--- src/rtl/instr_fetch_queue_if.sv ---
// Bundle of fetch-side signals between the instruction fetch queue, the
// instruction memory, the redirect source and the decode stage.
interface instr_fetch_queue_if;
    logic        imem_req;
    logic [31:0] imem_addr;
    logic        imem_ready;
    logic [31:0] imem_data;
    logic        redirect;
    logic [31:0] redirect_pc;
    logic        instr_valid;
    logic [31:0] instr;
    logic [31:0] instr_pc;
    logic [31:0] instr_pc4;
    logic        instr_ready;

    // The fetch queue itself
    modport master (
        output imem_req, imem_addr, instr_valid, instr, instr_pc, instr_pc4,
        input  imem_ready, imem_data, redirect, redirect_pc, instr_ready
    );

    // Memory, redirect source and consumer
    modport slave (
        input  imem_req, imem_addr, instr_valid, instr, instr_pc, instr_pc4,
        output imem_ready, imem_data, redirect, redirect_pc, instr_ready
    );
endinterface

--- src/rtl/instr_fetch_queue.sv ---
// Instruction fetch queue: issues sequential word fetches from a fetch PC and
// buffers the returned {pc, instruction} pairs in a small FIFO for decode.
// A redirect flushes the FIFO and restarts fetching at the new word address.
// DEPTH must be a power of two between 2 and 16 so the pointers wrap for free.
module instr_fetch_queue #(
    parameter int unsigned DEPTH    = 4,
    parameter logic [31:0] RESET_PC = 32'h0000_0000
) (
    input logic                 clk_i,
    input logic                 rst_i,
    instr_fetch_queue_if.master bus
);

    localparam int unsigned    PtrW    = (DEPTH > 1) ? $clog2(DEPTH) : 1;
    localparam int unsigned    CntW    = PtrW + 1;
    localparam logic [CntW-1:0] FullCnt = CntW'(DEPTH);

    logic [31:0]     fetch_pc_q, fetch_pc_d;
    logic [PtrW-1:0] wr_ptr_q, wr_ptr_d;
    logic [PtrW-1:0] rd_ptr_q, rd_ptr_d;
    logic [CntW-1:0] count_q, count_d;

    logic [31:0] pc_mem    [DEPTH];
    logic [31:0] instr_mem [DEPTH];

    logic push;
    logic pop;

    // Fetch request, head-entry outputs and the push/pop handshakes
    always_comb begin
        bus.imem_req    = (count_q < FullCnt) && !bus.redirect;
        bus.imem_addr   = fetch_pc_q;
        bus.instr_valid = (count_q != '0);
        bus.instr       = instr_mem[rd_ptr_q];
        bus.instr_pc    = pc_mem[rd_ptr_q];
        bus.instr_pc4   = pc_mem[rd_ptr_q] + 32'd4;
        push            = bus.imem_req && bus.imem_ready;
        pop             = bus.instr_valid && bus.instr_ready;
    end

    // Next-state: redirect flushes everything, otherwise push/pop bookkeeping
    always_comb begin
        fetch_pc_d = fetch_pc_q;
        wr_ptr_d   = wr_ptr_q;
        rd_ptr_d   = rd_ptr_q;
        count_d    = count_q;
        if (bus.redirect) begin
            // Any same-cycle pop is dropped; push cannot happen since req is low
            fetch_pc_d = {bus.redirect_pc[31:2], 2'b00};
            wr_ptr_d   = '0;
            rd_ptr_d   = '0;
            count_d    = '0;
        end else begin
            if (push) begin
                wr_ptr_d   = wr_ptr_q + PtrW'(1);
                fetch_pc_d = fetch_pc_q + 32'd4;
            end
            if (pop) begin
                rd_ptr_d = rd_ptr_q + PtrW'(1);
            end
            case ({push, pop})
                2'b10:   count_d = count_q + CntW'(1);
                2'b01:   count_d = count_q - CntW'(1);
                default: count_d = count_q;
            endcase
        end
    end

    // Control state with synchronous active-low reset
    always_ff @(posedge clk_i) begin
        if (!rst_i) begin
            fetch_pc_q <= {RESET_PC[31:2], 2'b00};
            wr_ptr_q   <= '0;
            rd_ptr_q   <= '0;
            count_q    <= '0;
        end else begin
            fetch_pc_q <= fetch_pc_d;
            wr_ptr_q   <= wr_ptr_d;
            rd_ptr_q   <= rd_ptr_d;
            count_q    <= count_d;
        end
    end

    // FIFO storage, unreset; a write during reset is harmless since pointers clear
    always_ff @(posedge clk_i) begin
        if (push) begin
            pc_mem[wr_ptr_q]    <= fetch_pc_q;
            instr_mem[wr_ptr_q] <= bus.imem_data;
        end
    end

endmodule

--- src/flat_wrapper.sv ---
// flat-port wrapper written by rule: the top's interface ports become plain ports
module instr_fetch_queue_flat 
#(
    parameter int unsigned DEPTH    = 4,
    parameter logic [31:0] RESET_PC = 32'h0000_0000
)
  (clk_i, rst_i, bus_imem_req, bus_imem_addr, bus_instr_valid, bus_instr, bus_instr_pc, bus_instr_pc4, bus_imem_ready, bus_imem_data, bus_redirect, bus_redirect_pc, bus_instr_ready);
  instr_fetch_queue_if bus_i ();
  input logic clk_i;
  input logic rst_i;
  output wire logic [$bits(bus_i.imem_req)-1:0] bus_imem_req;
  output wire logic [$bits(bus_i.imem_addr)-1:0] bus_imem_addr;
  output wire logic [$bits(bus_i.instr_valid)-1:0] bus_instr_valid;
  output wire logic [$bits(bus_i.instr)-1:0] bus_instr;
  output wire logic [$bits(bus_i.instr_pc)-1:0] bus_instr_pc;
  output wire logic [$bits(bus_i.instr_pc4)-1:0] bus_instr_pc4;
  input wire logic [$bits(bus_i.imem_ready)-1:0] bus_imem_ready;
  input wire logic [$bits(bus_i.imem_data)-1:0] bus_imem_data;
  input wire logic [$bits(bus_i.redirect)-1:0] bus_redirect;
  input wire logic [$bits(bus_i.redirect_pc)-1:0] bus_redirect_pc;
  input wire logic [$bits(bus_i.instr_ready)-1:0] bus_instr_ready;
  assign bus_imem_req = bus_i.imem_req;
  assign bus_imem_addr = bus_i.imem_addr;
  assign bus_instr_valid = bus_i.instr_valid;
  assign bus_instr = bus_i.instr;
  assign bus_instr_pc = bus_i.instr_pc;
  assign bus_instr_pc4 = bus_i.instr_pc4;
  assign bus_i.imem_ready = bus_imem_ready;
  assign bus_i.imem_data = bus_imem_data;
  assign bus_i.redirect = bus_redirect;
  assign bus_i.redirect_pc = bus_redirect_pc;
  assign bus_i.instr_ready = bus_instr_ready;
  instr_fetch_queue #(.DEPTH(DEPTH), .RESET_PC(RESET_PC)) u_core (.clk_i(clk_i), .rst_i(rst_i), .bus(bus_i));
endmodule
--- config.mk ---
export PLATFORM = sky130hd
export DESIGN_NAME = instr_fetch_queue_flat
export DESIGN_NICKNAME = d
export VERILOG_FILES = /design/src/rtl/instr_fetch_queue_if.sv /design/src/rtl/instr_fetch_queue.sv /design/src/flat_wrapper.sv
export SDC_FILE = /design/constraint.sdc
export NUM_CORES = 1
export LEC_CHECK = 0
export ABC_AREA = 0
export CAP_MARGIN = 20
export CELL_PAD_IN_SITES_DETAIL_PLACEMENT = 0
export CELL_PAD_IN_SITES_GLOBAL_PLACEMENT = 2
export CORE_MARGIN = 4
export CORE_UTILIZATION = 41
export CTS_BUF_LIST = sky130_fd_sc_hd__clkbuf_16
export DETAILED_ROUTE_END_ITERATION = 8
export DONT_BUFFER_PORTS = 1
export PLACE_DENSITY_LB_ADDON = 0.1
export SETUP_SLACK_MARGIN = 0.4
export SLEW_MARGIN = 20
export SYNTH_ARGS = -nofsm -noshare
export SYNTH_HDL_FRONTEND = slang
export SYNTH_SLANG_ARGS = --single-unit
--- constraint.sdc ---
create_clock -name clk_i -period 3.3 [get_ports clk_i]
set_input_delay 0.825 -clock clk_i [delete_from_list [all_inputs] [get_ports clk_i]]
set_output_delay 0.825 -clock clk_i [all_outputs]
set_load 0.005 [all_outputs]
==> Yosys cells after proc, flatten, opt, wreduce, memory -nomap -nowiden <==
Memory sizes are Yosys's and may differ from the RTL's. A register that Yosys moved wholly into a read port is not among the register bits.
Index checks and enable logic that the tools add are counted.
{ "word_totals": {"ff_bits": 39, "ramBits": 256, "out_inout_bits": 130, "mem_count": 2} }
{ "classes": {"add_sub_neg": 6, "order_cmp": 1, "n_eq_ne": 2, "muxes": 9, "bitwise": 1, "reduce_logical": 8} }
{ "mem_list": {"columns": ["name", "depth", "word_bits", "rd", "rd_clocked_by_memory_dff", "wr", "line_no", "text"], "rows": [
  ["u_core.instr_mem", 4, 32, 1, 1, 1, "instr_fetch_queue.sv:24", "logic [31:0] instr_mem [DEPTH];"],
  ["u_core.pc_mem", 4, 32, 1, 1, 1, "instr_fetch_queue.sv:23", "logic [31:0] pc_mem [DEPTH];"]
]} }
{ "ops": {"columns": ["cell", "count"], "rows": [
  ["$add A32 B3 Y32 const B", 2],
  ["$mux W32", 2],
  ["$mux W2", 4],
  ["$pmux W3 S2", 1],
  ["$add A2 B1 Y2 const B", 2],
  ["$reduce_bool A2 Y1", 2],
  ["$add A3 B1 Y3 const B", 1],
  ["$logic_and A1 B1 Y1", 3],
  ["$lt A3 B3 Y1 const B", 1],
  ["$reduce_bool A3 Y1", 1],
  ["$sub A3 B1 Y3 const B", 1],
  ["$eq A2 B1 Y1 const B", 1],
  ["$eq A2 B2 Y1 const B", 1],
  ["$mux W1", 2],
  ["$reduce_or A2 Y1", 1],
  ["$logic_not A1 Y1", 1],
  ["$not A1 Y1", 1]
]} }

==> Logic depth before layout (Yosys ltp) <==
Gate-level depths: netlist (run 1).
{ "depth": {"ltp_word": 5, "mapped_depth": 8, "depth_no_buf": 8} }

==> Worst setup path before layout (run 1) <==
Ideal clock, no wire load.
{ "synth_path": {"path_type": "input to register", "startpoint": "input bus_redirect", "endpoint": "memory u_core.instr_mem[1][0], enable pin", "arrival_ps": 2713, "slack_ps": 160, "path_stages": 2, "n_path_buf": 0, "cell_sequence": "nor3b_1 -> and2_1"} }
{ "synth_via": {"elab_chain_len": 5} }
{ "synth_rtl": {"columns": ["element", "line_no", "text"], "rows": [
  ["start, declared", "flat_wrapper.sv:19", "input wire logic [$bits(bus_i.redirect)-1:0] bus_redirect;"],
  ["$logic_not A1 Y1", "instr_fetch_queue.sv:31", "bus.imem_req = (count_q < FullCnt) && !bus.redirect;"],
  ["$logic_and A1 B1 Y1", "instr_fetch_queue.sv:31", null],
  ["$logic_and A1 B1 Y1", "instr_fetch_queue.sv:37", "push = bus.imem_req && bus.imem_ready;"],
  ["$mux W1", "instr_fetch_queue.sv:86", "if (push) begin"],
  ["$mux W1 (implied by the code)", "instr_fetch_queue.sv:88", "instr_mem[wr_ptr_q] <= bus.imem_data;"],
  ["end, declared", "instr_fetch_queue.sv:24", null]
]} }
No other way between the ends.

==> metrics.md, run 1 <==
| Metric | Value |
|---|---|
| Avg Inst Size Synth | 17.0 sq um |
| Total CTS buffers | 30 |
| Post-DP HPWL | around 18000 um |
| Clock tree from TritonCTS | built |
| Overflow after GRT | 0 |
| Final Hold Fails | 0 |
| Predominant post-synthesis flop cell | edfxtp_1 |
| Post-route setup TNS | -2.45 ns |
| Slew HR | between 50% and 60% |
| PwrDens | 550 nW/um^2 |
| Hold_ws | around 0.38 ns |
| Largest net degree at the start of global routing | 63 |
| Yosys warning total | 0 |
| Root buffer cell | clkbuf_16 |
| Simple-gate share of the synthesized area | 8.25% |
| Starting Density | between 40% and 50% |
| Register-to-Register Path Depth | 6 |
| RD Place Congestion | 0.767 |
| Asr flop ratio synth | 0% |
| Chip Width | between 150 and 200 um |
| Critical path class | reg -> out |
| Clock sink total | approximately 290 |
| Initial DRC Count | 412 |
| Fin. max-slew vios | 0 |
| Vias/cell | between 5 and 6 |
| Diodes inserted | 0 |
| Die area | about 32000 sq um |
| Post-route minimum period | roughly 3.5 ns |
| Cell Area, Synth | ~12000 sq um |
| Fin nets | ~830 |
| Number of library cell types mapped by synthesis | 48 |
| Pre-CTS setup slack | -0.00528 ns |
| Commonest non-fill, non-tap cell in the layout | edfxtp_1 |
| RSZ-0062 raised after global routing | true |
| Leakage power total | roughly 0.0047 uW |
| DR vias | ~6.3k |
| Largest family of logic cells by synthesized area | multiplexers |
| Post-synthesis mux area share | 12.4% |
| Dpl cell area | around 13000 sq um |
| Wire per inst | ~23 um |
| Clock skew | 0.0127 ns |
| Setup-failing EPs final | 19 |
| WL final | approximately 27000 um |
| DR DRC count | 0 |
| Fillers | 2325 |
| Status | finished with violations |
| VDD IR max | roughly 0.38 mV |
| DRT Pass-1 Iters | 6 |
| Worst slew pin tran | around 0.72 ns |
| Post-CTS Hold Buffers | 0 |
| EDFF count, synth | 248 |
| Highest-count cells in the layout ignoring fill and taps | edfxtp_1, mux4_2, dfxtp_1 |
| CORE AREA | ~28000 sq um |
| Share of layout cells above drive strength 1 | 28.8% |
| Power, Total | approximately 7800 uW |
| First-pass GRT wire length | around 41000 um |
| Die height | between 150 and 200 um |
| WP data arrival | around 2.7 ns |
| Post-Synth Adder-Cell Area | less than 1% |
| Initial antenna violation count | 0 |
| CTS max path bufs | 3 |
| CP Capture Type | primary output |
| Period utilization | 106% |
| Fin area | ~14000 sq um |
| Row count | about 60 |
| Worst endpoint required time | roughly 2.5 ns |
| Post-synthesis compound-gate area fraction | under 10% |
| CP max FO | 6 |
| Post-synthesis instance total | around 700 |
| PortBufs | 0 |
| Fin worst setup slack | -0.210 ns |
| Total GRT Usage | between 10% and 20% |
| Hold Crit Depth | 0 |
| Area Growth Syn to Fin | 20.0% |
| H-tree Lvls | 1 |
| I/O pins | between 150 and 200 |
| Worst hold path type | in -> reg |
| Number of register bits inferred by synthesis | roughly 290 |
| Worst skew pair latency | 0.54 ns |
| FMAX | 285 MHz |
| Startpoint Class | register |
| XOR/XNOR share of the synthesized area | between 3 and 4% |
| Maxcap violations | 0 |
| Failing checks | negative setup slack |
| Post-synthesis sequential area ratio | ~70% |
| Post-route ant nets | 0 |
| Vias in the first global route | 6804 |
| Clock-pin slew on the worst setup and hold paths | around 0.060 ns |
final timing paths:
| check | startpoint | end | slack (ns) |
|---|---|---|---|
| worst min register to register | u_core.rd_ptr_q[1]$_SDFFE_PP0P_ | register | 0.53 |
| worst max-delay path | register | bus_instr_pc4[28] | -0.21 |
| worst max register to register | u_core.bus.imem_addr[2]$_SDFFE_PN0P_ | u_core.bus.imem_addr[30]$_SDFFE_PN0P_ | 0.86 |
| worst min-delay path | bus_imem_data[24] | u_core.instr_mem[3][24]$_DFFE_PP_ | 0.38 |
final cells by class:
type / instances / area (sq um) / share of cell area (%)
flip-flops and latches: 287 / 8240 / 58.0
multi-input cells: 355 / 3710 / 26.1
clock buffers: 31 / 776 / 5.46
repair buffers: 62 / 701 / 4.93
well taps: 378 / 473 / 3.33
clock inverters: 25 / 239 / 1.68
inverters: 20 / 75.1 / 0.528
per-layer routing:
| layer | vias up | wire length (um) | track usage (%) |
|---|---|---|---|
| li1 | 2839 | - | - |
| met1 | 3212 | 10500 | 20.7 |
| met2 | 209 | 13100 | 28.2 |
| met3 | 46 | 2640 | 5.86 |
| met4 | 0 | 706 | 4.87 |
| met5 | - | 0 | 0 |
sequential cells by signal, summed over array words and instances (netlist names), named ones only:
register,count
u_core.instr_mem,128
u_core.pc_mem,120
u_core.bus.imem_addr,30
u_core.count_q,3
u_core.rd_ptr_q,2
u_core.wr_ptr_q,2
critical path, stage by stage (launching register included):
cell	delay [ns]
dfxtp_4	0.39
mux4_2	0.49
ha_4	0.19
nand3_4	0.09
or3_4	0.51
nor4_4	0.23
xor2_2	0.23
repair_timing:
item | in CTS | in global routing
resized for setup | 58 | 36
pin swaps | 22 | 18
endpoints found under the setup margin | 59 | 58
gates cloned | 1 | 2
setup buffers | 13 | 9
cell families (layout without fill, tap and decap cells):
family                     count (synthesis)  count (layout)
adders and majority gates                  8               8
xor gates and xnor gates                  50              50
DFF                                      287             287
other                                      1               6
and+or+nand+nor                          174             175
muxes                                     67              67
AOI/OAI and AO/OA                         49              49
buffers and inverters                     58             138
per-stage QoR:
| stage | instances | util (%) |
|---|---|---|
| 2_1_floorplan | 699 | - |
| 5_1_grt | 1158 | 50.4 |
| 6_report | 1158 | 50.4 |
| 4_1_cts | 1147 | 49.3 |
| 3_3_place_gp | 1077 | 44.4 |
| 3_5_place_dp | 1077 | 44.4 |
cells in the mapped netlist, types with 11 or more instances:
| cell | instances | area, sq um |
|---|---|---|
| edfxtp_1 | 248 | 7450 |
| nor3_1 | 19 | 95.1 |
| nor4_1 | 11 | 68.8 |
| nand4_1 | 13 | 81.3 |
| o21ai_0 | 17 | 85.1 |
| dfxtp_1 | 39 | 781 |
| nor2_1 | 26 | 97.6 |
| inv_1 | 20 | 75.1 |
| xor2_1 | 26 | 228 |
| mux4_2 | 58 | 1310 |
| nand2_1 | 33 | 124 |
| clkbuf_1 | 18 | 67.6 |
| nand3_1 | 17 | 85.1 |
| xnor2_1 | 24 | 210 |
| and2_1 | 12 | 75.1 |
power by group:
group	total, uW	switching, uW	leakage (uW)	internal [uW]
clock	3370	1340	0.000505	2020
sequential	4110	83.7	0.00261	4030
combinational	335	184	0.00163	150
total	7810	1610	0.00474	6200
(Power assumes the default switching activity.)
==> run 2: changes to the inputs <==
SETUP_SLACK_MARGIN = default   (was 0.4)
==> metrics.md, run 2 (synthesized netlist as in run 1, its figures left out) <==
| Metric | Value |
|---|---|
| Crit-path slowest cell | mux4_2 |
| Share of layout cells above drive strength 1 | 25.4% (-3.5 points) |
| Chip Width | 178 um (unchanged) |
| CP max stage delay | 0.44 ns (-0.07 ns) |
| Sw power | 1570 uW (-2.7%) |
| Vias/cell | 5.40 (-0.91%) |
| RD Place Congestion | 0.740 (-3.5%) |
| Post-route minimum period | 3.57 ns (+0.0581 ns) |
| Switching Share | 20.9% (+0.29 points) |
| Worst slew pin tran | 0.741 ns (+0.0176 ns) |
| I/O pins | 199 (unchanged) |
| CP Capture Type | primary output |
| PortBufs | 0 (unchanged) |
| Power, Total | 7490 uW (-4.1%) |
| WL final | 26600 um (-0.91%) |
| Diodes inserted | 0 (unchanged) |
| CTS max path bufs | 3 (unchanged) |
| R2r setup slk | 0.85 ns (about the same) |
| Max reg flops | 128 (unchanged) |
| Commonest non-fill, non-tap cell in the layout | edfxtp_1 |
| Die height | 178 um (unchanged) |
| Flop pwr share | 54.9% (+2.3 points) |
| Area Growth Syn to Fin | 17.2% |
| Overflow after GRT | 0 (unchanged) |
| Worst hold path type | in -> reg |
| Post-route ant nets | 0 (unchanged) |
| Vias in the first global route | 6736 (-1.0%) |
| Clk network pwr share | 40.9% (-2.2 points) |
| R2r startpoint | u_core.bus.imem_addr[2]$_SDFFE_PN0P_ |
| Clock-pin slew on the worst setup and hold paths | 0.06 ns (about the same) |
| Hold_ws | 0.375 ns (-0.00895 ns) |
| Startpoint Class | register |
| Register-to-Register Path Depth | 6 (unchanged) |
| Fin. max-slew vios | 0 (unchanged) |
| WP data arrival | 2.74 ns (+0.05 ns) |
| Final Hold Fails | 0 (unchanged) |
| Maxcap violations | 0 (unchanged) |
| Total GRT Usage | 16.8% (-0.051 points) |
| Wire per inst | 23.1 um (-0.57%) |
| CP top delay family | simple AND/OR/NAND/NOR gates |
| Status | finished with violations |
| Hold EP | u_core.instr_mem[1][10]$_DFFE_PP_ |
| Worst skew pair latency | 0.54 ns (about the same) |
| Total CTS buffers | 30 (unchanged) |
| Leakage power total | 0.00467 uW (-1.5%) |
| H-tree Lvls | 1 (unchanged) |
| DRT Pass-1 Iters | 5 (-1) |
| Starting Density | 42.0% (unchanged) |
| Root buffer cell | clkbuf_16 |
| Fin nets | 830 (-0.36%) |
| Initial DRC Count | 342 (-17%) |
| Die area | 31600 sq um (unchanged) |
| CORE AREA | 28200 sq um (unchanged) |
| Worst path cell trace | buf_12, mux4_2, nand4_1, buf_4, or3_4, nor2_4, xor2_1, buf_4 |
| Clock tree from TritonCTS | built |
| Top cell by count, worst path | buf_4 |
| Combinational Power Share | 4.2% (about the same) |
| Setup-failing EPs final | 19 (unchanged) |
| Hold Crit Depth | 0 (unchanged) |
| PwrDens | 540 nW/um^2 (-1.8%) |
| Critical path class | reg -> out |
| RSZ-0062 raised after global routing | true |
| Initial antenna violation count | 0 (unchanged) |
| Highest-count cells in the layout ignoring fill and taps | edfxtp_1, mux4_2, buf_4 |
| VDD IR max | 0.370 mV (-2.7%) |
| CP max FO | 9 (+3) |
| Clock skew | 0.0129 ns (+0.000204 ns) |
| DR vias | 6227 (-1.3%) |
| Most flop-heavy register | u_core.instr_mem |
| Post-route setup TNS | -3.38 ns (-0.930 ns) |
| Cell Int Power | 5930 uW (-4.4%) |
| FMAX | 280 MHz (-1.6%) |
| Post-DP HPWL | 17800 um (+0.18%) |
| Largest net degree at the start of global routing | 43 (-32%) |
| Slew HR | 50.5% (-1.2 points) |
| Worst path buffer plus inverter count | 3 (+3) |
| DR DRC count | 0 (unchanged) |
| Clock sink total | 287 (unchanged) |
| First-pass GRT wire length | 40700 um (about the same) |
| Fin worst setup slack | -0.268 ns (-0.0581 ns) |
| Hold wc startpoint | bus_imem_data[10] |
| R2R Path End | u_core.bus.imem_addr[30]$_SDFFE_PN0P_ |
| Row count | 61 (unchanged) |
| Worst endpoint required time | 2.47 ns (about the same) |
| Period utilization | 108% (+1.8 points) |
| Post-CTS Hold Buffers | 0 (unchanged) |
| Failing checks | negative setup slack |
-- run 2: cell types whose count changed in the layout (fill, tap and decap cells not counted), sizes merged --
cell / change
inv: +5
bufinv: -3
clkinv: -3
clkbuf: -2
buf: -1
-- run 2: timing repair --
action,in CTS,in global routing
pin swaps,21,14
gates cloned,2,0
endpoints found under the setup margin,19,20
setup buffers,12,10
gates resized for setup,44,13
-- run 2: how the worst max path moves through the flow --
stage	from	endpoint	slack (ns)	cells past startpoint
final	register	bus_instr_pc4[17]	-0.27	8
after global routing	register	bus_instr_pc4[31]	-0.37	7
after CTS	register	bus_instr_pc4[15]	-0.28	8
after detailed placement	register	bus_instr_pc4[31]	0.05	6
after global placement	register	bus_instr_pc4[17]	0.07	7
after floorplan	bus_redirect	u_core.instr_mem[1][0]$_DFFE_PP_	0.16	2
-- run 2: metrics by stage --
step	setup slack, ns	cell area (sq um)	util, %	cells
2_1_floorplan	0.160	11900	-	699
3_3_place_gp	0.0683	12500	44.3	1076
3_5_place_dp	0.0483	12500	44.3	1076
4_1_cts	-0.279	13700	48.8	1145
5_1_grt	-0.375	13900	49.3	1154
6_report	-0.268	13900	49.3	1154
-- run 2: power by group through the flow --
| stage | Clock (uW) | Sequential [uW] | Combinational (uW) |
|---|---|---|---|
| global route | 3290 | 4130 | 348 |
| detailed placement | 0 | 4190 | 297 |
| CTS | 3160 | 4120 | 317 |
| finish | 3060 | 4110 | 317 |
| floorplan | 0 | 4160 | 218 |
| global placement | 0 | 4180 | 296 |
-- run 2: layout make-up --
cell class | count | area (sq um)
Clock buffer | 31 | 776
Tap cell | 378 | 473
Clock inverter | 24 | 130
Multi-Input combinational cell | 355 | 3620
Sequential cell | 287 | 8240
Fill cell | 2344 | 14300
Timing Repair Buffer | 59 | 562
Inverter | 20 | 75.1
-- run 2: routing by layer --
layer,part of all wire (%),global-route usage [%],up-vias
li1,-,-,2837
met1,42,21.8,3159
met2,48,27.7,189
met3,7.7,4.86,42
met4,2.5,4.67,0
met5,0,0,-
